[config.mk]
export PLATFORM = sky130hd
export DESIGN_NAME = pipe_hazard_ctl
export DESIGN_NICKNAME = d
export VERILOG_FILES = /design/src/rtl/pipe_pkg.sv /design/src/rtl/sat_counter.sv /design/src/rtl/pipe_hazard_ctl.sv
export SDC_FILE = /design/constraint.sdc
export NUM_CORES = 1
export LEC_CHECK = 0
export ABC_AREA = 1
export CORE_MARGIN = 2
export CORE_UTILIZATION = 45
export CTS_CLUSTER_SIZE = 10
export DETAILED_ROUTE_END_ITERATION = 6
export GPL_TIMING_DRIVEN = 0
export PLACE_DENSITY_LB_ADDON = 0.05
export SYNTH_ARGS = -nofsm -noshare
export SYNTH_HDL_FRONTEND = slang
export SYNTH_SLANG_ARGS = --single-unit
[constraint.sdc]
create_clock -name clk -period 2.6 [get_ports clk]
set_input_delay 0.65 -clock clk [delete_from_list [all_inputs] [get_ports clk]]
set_output_delay 0.65 -clock clk [all_outputs]
set_load 0.01 [all_outputs]
[src/rtl/pipe_pkg.sv]
// Shared types and constants for the pipeline sequencing controller.
// The M-bundle index constants let the datapath slice ctlm consistently.
package pipe_pkg;

   typedef enum logic {
      RUN      = 1'b0,
      MEM_WAIT = 1'b1
   } state_t;

   localparam logic [4:0] REG_ZERO = 5'd0;

   localparam int BR = 2;
   localparam int MR = 1;
   localparam int MW = 0;

endpackage

[src/rtl/sat_counter.sv]
// Event counter that holds at all-ones instead of wrapping.
module sat_counter #(
   parameter int CNT_W = 32
) (
   input  logic             clk,
   input  logic             clear,
   input  logic             inc,
   output logic [CNT_W-1:0] q
);

   always_ff @(posedge clk) begin
      if (clear) begin
         q <= '0;
      end else if (inc && (q != {CNT_W{1'b1}})) begin
         q <= q + 1'b1;
      end
   end

endmodule

[src/rtl/pipe_hazard_ctl.sv]
// Load/flush/PC sequencing for the 5-stage pipeline: memory-wait freeze,
// taken-branch squash and load-use stall, in that priority order.
module pipe_hazard_ctl
   import pipe_pkg::*;
#(
   parameter int MEM_TIMEOUT = 16,
   parameter int CNT_W       = 32
) (
   input  logic             clk,
   input  logic             rst,
   input  logic [4:0]       ifid_rs,
   input  logic [4:0]       ifid_rt,
   input  logic             idex_memread,
   input  logic [4:0]       idex_rt,
   input  logic             exmem_branch,
   input  logic             exmem_zero,
   input  logic             exmem_memread,
   input  logic             exmem_memwrite,
   input  logic             mem_ready,
   output logic             pc_en,
   output logic             pc_src,
   output logic             ifid_en,
   output logic             idex_en,
   output logic             exmem_en,
   output logic             ifid_flush,
   output logic             idex_flush,
   output logic             exmem_flush,
   output logic             memwb_bubble,
   output logic             mem_req,
   output logic             mem_err,
   output logic [CNT_W-1:0] stall_cnt,
   output logic [CNT_W-1:0] flush_cnt,
   output logic             dbg_state
);

   localparam logic [7:0] WAIT_LAST = 8'(MEM_TIMEOUT - 1);

   state_t     state;
   logic [7:0] wait_cnt;
   logic       memop, in_wait, abort, freeze, taken, load_use;

   // Handshake: mem_req stays high for as long as EX/MEM holds a memory op;
   // the access completes in the cycle mem_ready is seen high with mem_req.
   assign memop    = exmem_memread | exmem_memwrite;
   assign in_wait  = (state == MEM_WAIT);
   assign abort    = in_wait && !mem_ready && (wait_cnt == WAIT_LAST);
   assign freeze   = (in_wait || memop) && !mem_ready && !abort;
   assign taken    = exmem_branch && exmem_zero && !freeze;
   assign load_use = idex_memread && (idex_rt != REG_ZERO) &&
                     ((idex_rt == ifid_rs) || (idex_rt == ifid_rt)) &&
                     !freeze && !taken;
   assign mem_req  = memop && !rst;
   assign dbg_state = state;

   always_comb begin
      pc_en        = 1'b1;
      pc_src       = 1'b0;
      ifid_en      = 1'b1;
      idex_en      = 1'b1;
      exmem_en     = 1'b1;
      ifid_flush   = 1'b0;
      idex_flush   = 1'b0;
      exmem_flush  = 1'b0;
      memwb_bubble = 1'b0;
      if (rst) begin
         pc_en        = 1'b0;
         ifid_en      = 1'b0;
         idex_en      = 1'b0;
         exmem_en     = 1'b0;
         ifid_flush   = 1'b1;
         idex_flush   = 1'b1;
         exmem_flush  = 1'b1;
         memwb_bubble = 1'b1;
      end else if (freeze) begin
         pc_en        = 1'b0;
         ifid_en      = 1'b0;
         idex_en      = 1'b0;
         exmem_en     = 1'b0;
         memwb_bubble = 1'b1;
      end else begin
         // An aborted access must not write back garbage.
         if (abort) memwb_bubble = 1'b1;
         if (taken) begin
            pc_src      = 1'b1;
            ifid_flush  = 1'b1;
            idex_flush  = 1'b1;
            exmem_flush = 1'b1;
         end else if (load_use) begin
            pc_en      = 1'b0;
            ifid_en    = 1'b0;
            idex_flush = 1'b1;
         end
      end
   end

   always_ff @(posedge clk) begin
      if (rst) begin
         state    <= RUN;
         wait_cnt <= 8'd0;
         mem_err  <= 1'b0;
      end else begin
         case (state)
            RUN: begin
               if (memop && !mem_ready) begin
                  state    <= MEM_WAIT;
                  wait_cnt <= 8'd1;
               end
            end
            MEM_WAIT: begin
               if (mem_ready || abort) begin
                  state    <= RUN;
                  wait_cnt <= 8'd0;
                  if (!mem_ready) mem_err <= 1'b1;
               end else begin
                  wait_cnt <= wait_cnt + 8'd1;
               end
            end
            default: begin
               state    <= RUN;
               wait_cnt <= 8'd0;
            end
         endcase
      end
   end

   sat_counter #(.CNT_W(CNT_W)) u_stall_cnt (
      .clk   (clk),
      .clear (rst),
      .inc   (!pc_en),
      .q     (stall_cnt)
   );

   sat_counter #(.CNT_W(CNT_W)) u_flush_cnt (
      .clk   (clk),
      .clear (rst),
      .inc   (taken && !rst),
      .q     (flush_cnt)
   );

endmodule

==> results.sh <==
export IMPL_hold_ws_ns=0.452
export IMPL_timing_rr_end="u_stall_cnt.q[12]"
export IMPL_cp_depth=4
export IMPL_path_buf_inv=3
export IMPL_internal_power_mw=1.69
export IMPL_setup_slack_ns=0.0212
export IMPL_hold_buffers=0
export IMPL_drt_initial_drc_count=304
export IMPL_grt_usage_pct=26.3
export IMPL_critical_path_peak_fanout=10
export IMPL_drcViolationCount=0
export IMPL_ys_types=34
export IMPL_met3_length_um=619
export IMPL_path_class="primary input to output port"
export IMPL_max_stage_delay_ns=0.48
export IMPL_wire_per_inst_um=14.3
export IMPL_synth_edf_count=0
export IMPL_power_density_nw_per_um2=361
export IMPL_area_delta_synth_final_pct=32.8
export IMPL_tightest_slew_ns=0.586
export IMPL_p_sw_share_pct=26.1
export IMPL_hp_class="register to register"
export IMPL_grt_max_degree=17
export IMPL_seqCellArea_um2=1490
export IMPL_max_freq_mhz=388
export IMPL_avgSynthCellArea_um2=6.19
export IMPL_start_util_pct=46.2
export IMPL_grt_pass1_vias=5104
export IMPL_synth_seq_area_share_pct=31.1
export IMPL_vias_per_cell=5.16
export IMPL_clockRootBuffer="clkbuf_8"
export IMPL_cp_arrival_ns=1.93
export IMPL_cts_tree="built"
export IMPL_dieArea_um2=11400
export IMPL_portBuffers=98
export IMPL_ff2ff_setup_slack_ns=0.40
export IMPL_synth_top_area_share_pct=31.1
export IMPL_worstSetupStartpointType="primary input"
export IMPL_syn_inst=770
export IMPL_drtAntennaViolNets=0
export IMPL_ir_drop_mv=0.238
export IMPL_synth_most_common_cell="nand2_1"
export IMPL_switchingPower_mw=0.598
export IMPL_fin_setup_tns_ns=0
export IMPL_slowest_stage="clkdlybuf4s50_1"
export IMPL_diodes=0
export IMPL_reg2reg_from="u_stall_cnt.q[0]"
export IMPL_gp_congestion=0.959
export IMPL_slew_headroom_pct=60.6
export IMPL_grt_ovfl_total=0
export IMPL_rsz0062_at_grt="yes"
export IMPL_drt_total_wl_um=14700
export IMPL_multi_input_area_um2=2980
export IMPL_wl_met1_um=6130
export IMPL_path_clk_slew_ns=0.08
export IMPL_clockBufferDepth=2
export IMPL_met2_length_um=7390
export IMPL_ys_flop_type="dfxtp_1"
export IMPL_status="finished, final reports clean"
export IMPL_num_rows=37
export IMPL_post_place_ws_ns=-0.985
export IMPL_drv_cap=0
export IMPL_insertion_delay_ns=0.36
export IMPL_htreeDepth=3
export IMPL_skew_ns=0.0123
export IMPL_seq_power_share_pct=50.4
export IMPL_drtPass1Iterations=5
export IMPL_cts_buffers=9
export IMPL_synthTopCellsByArea="dfxtp_1 (31%), nand2_1 (20%), nor2_1 (7.7%)"
export IMPL_drive_above_1_share_pct=9.48
export IMPL_fin_cells=1033
export IMPL_power_total_mw=2.29
export IMPL_crit_chain="dlygate4sd2_1 -> clkbuf_8 -> or2_2 -> clkdlybuf4s50_1"
export IMPL_antenna_found_initial=0
export IMPL_syn_nets=796
export IMPL_netlist_area_um2=4760
export IMPL_dieWidth_um=107
export IMPL_coreArea_um2=10300
export IMPL_place_inst=1004
export IMPL_vias=5333
export IMPL_synthTopCellsByCount="nand2_1 (256), nor2_1 (98), dfxtp_1 (74)"
export IMPL_grt_first_pass_wirelength_um=23700
export IMPL_cp_end_kind="output port"
export IMPL_finalNetCount=918
export IMPL_dieHeight_um=107
export IMPL_fillerInstances=1019
export IMPL_crit_family="buffers and inverters"
export IMPL_yosysWarnings=0
export IMPL_required_ns=1.95
export IMPL_leakage_nw=2.39
export IMPL_setup_viol=0
export IMPL_top_layer="met4"
export IMPL_clock_sinks=74
export IMPL_ys_async_sr_fraction_pct=0
export IMPL_synth_area_leader_cell="dfxtp_1"
export IMPL_ff2ff_path_depth=8
export IMPL_endpoint="memwb_bubble"
export IMPL_fin_crit_sh_pct=99.2
export IMPL_p_comb_share_pct=11.1
export IMPL_io_pins=99
export IMPL_synth_seq_cells=74
export IMPL_slew_violations=0
export IMPL_period_needed_ns=2.58
export IMPL_p_clk_share_pct=38.5
export IMPL_hold_viol_final=0
export IMPL_crit_start="rst"
export IMPL_hpwlAfterDp_um=11200
flip-flops by register name (all words and copies together) (netlist names):
register       cells
u_stall_cnt.q     32
u_flush_cnt.q     32
dbg_state          1
wait_cnt           8
mem_err            1
cells in the final DEF (no fill, tap or decap), types with 2 or more instances in the layout:
cell type and count:
o21ai_0 5, nand2_1 252, a211oi_1 3, buf_4 18
dlymetal6s2s_1 9, nand2_4 5, a21oi_1 67, clkbuf_1 10
nor3_2 2, nand4_4 2, dfxtp_1 72, clkinv_2 4
buf_2 7, nor2_1 96, inv_2 3, nand3_2 2
nand3_1 63, nand2_2 4, a22oi_1 3, nor3_1 25
clkdlybuf4s50_1 70, nor2_4 6, xor2_1 28, nand3b_1 8
inv_1 62, a21oi_4 2, or2_2 2, buf_6 8
xnor2_1 8, ha_1 2, nand4_1 10, clkbuf_8 10
dlygate4sd2_1 14, nor4_1 2
metal layers:
layer,global-route usage (%),up-vias
li1,-,2707
met1,30.6,2442
met3,3.95,39
met2,46.3,145
met5,0,-
met4,13.9,0
stage by stage:
stage | instance area (µm²) | utilization (%)
5_1_grt | 6330 | 61.3
3_5_place_dp | 5920 | 57.3
3_3_place_gp | 5920 | 57.3
2_1_floorplan | 4760 | -
4_1_cts | 6250 | 60.6
6_report | 6330 | 61.3
kinds of logic after synthesis:
kind of cell	after synthesis	synth area share, %
and+or+nand+nor	483	43.9
buffers and inverters	93	8.69
AOI/OAI and AO/OA	81	8.90
DFF	74	31.1
xor gates and xnor gates	36	6.62
adders and majority gates	3	0.788
worst min-delay path, stage by stage (launching register included):
cell	delay, ns
dfxtp_1	0.31
inv_1	0.04
a21oi_1	0.05
cell type report:
type,count,share of cell area (%)
multi-input combinational,603,47.0
sequential,74,23.5
timing repair buffer,112,17.2
inverter,66,3.95
buffer,26,2.73
tap,136,2.69
clock buffer,10,2.02
clock inverter,6,0.909
worst min-delay path by stage:
stage,to,cells past startpoint,startpoint,slack (ns)
finish,mem_err,2,mem_err,0.45
global route,mem_err,2,mem_err,0.49
CTS,mem_err,2,mem_err,0.45
detailed placement,mem_err,2,mem_err,0.44
global placement,mem_err,2,mem_err,0.44
floorplan,wait_cnt[2],2,wait_cnt[2],0.46
power by group through the flow:
stage                     clock network, mW  registers (mW)  logic [mW]
final                                 0.880            1.15       0.254
after floorplan                           0            1.18       0.122
after detailed placement                  0            1.18       0.232
after global placement                    0            1.18       0.228
after global routing                  0.957            1.15       0.277
after CTS                             0.902            1.15       0.249
timing repair:
item | 4_1_cts | 5_1_grt
pin swaps | 11 | 11
buffers inserted | 11 | 3
gates resized for setup | 59 | 18
setup endpoints to repair | 10 | 7
No activity file was read; power rests on OpenSTA's default activity.
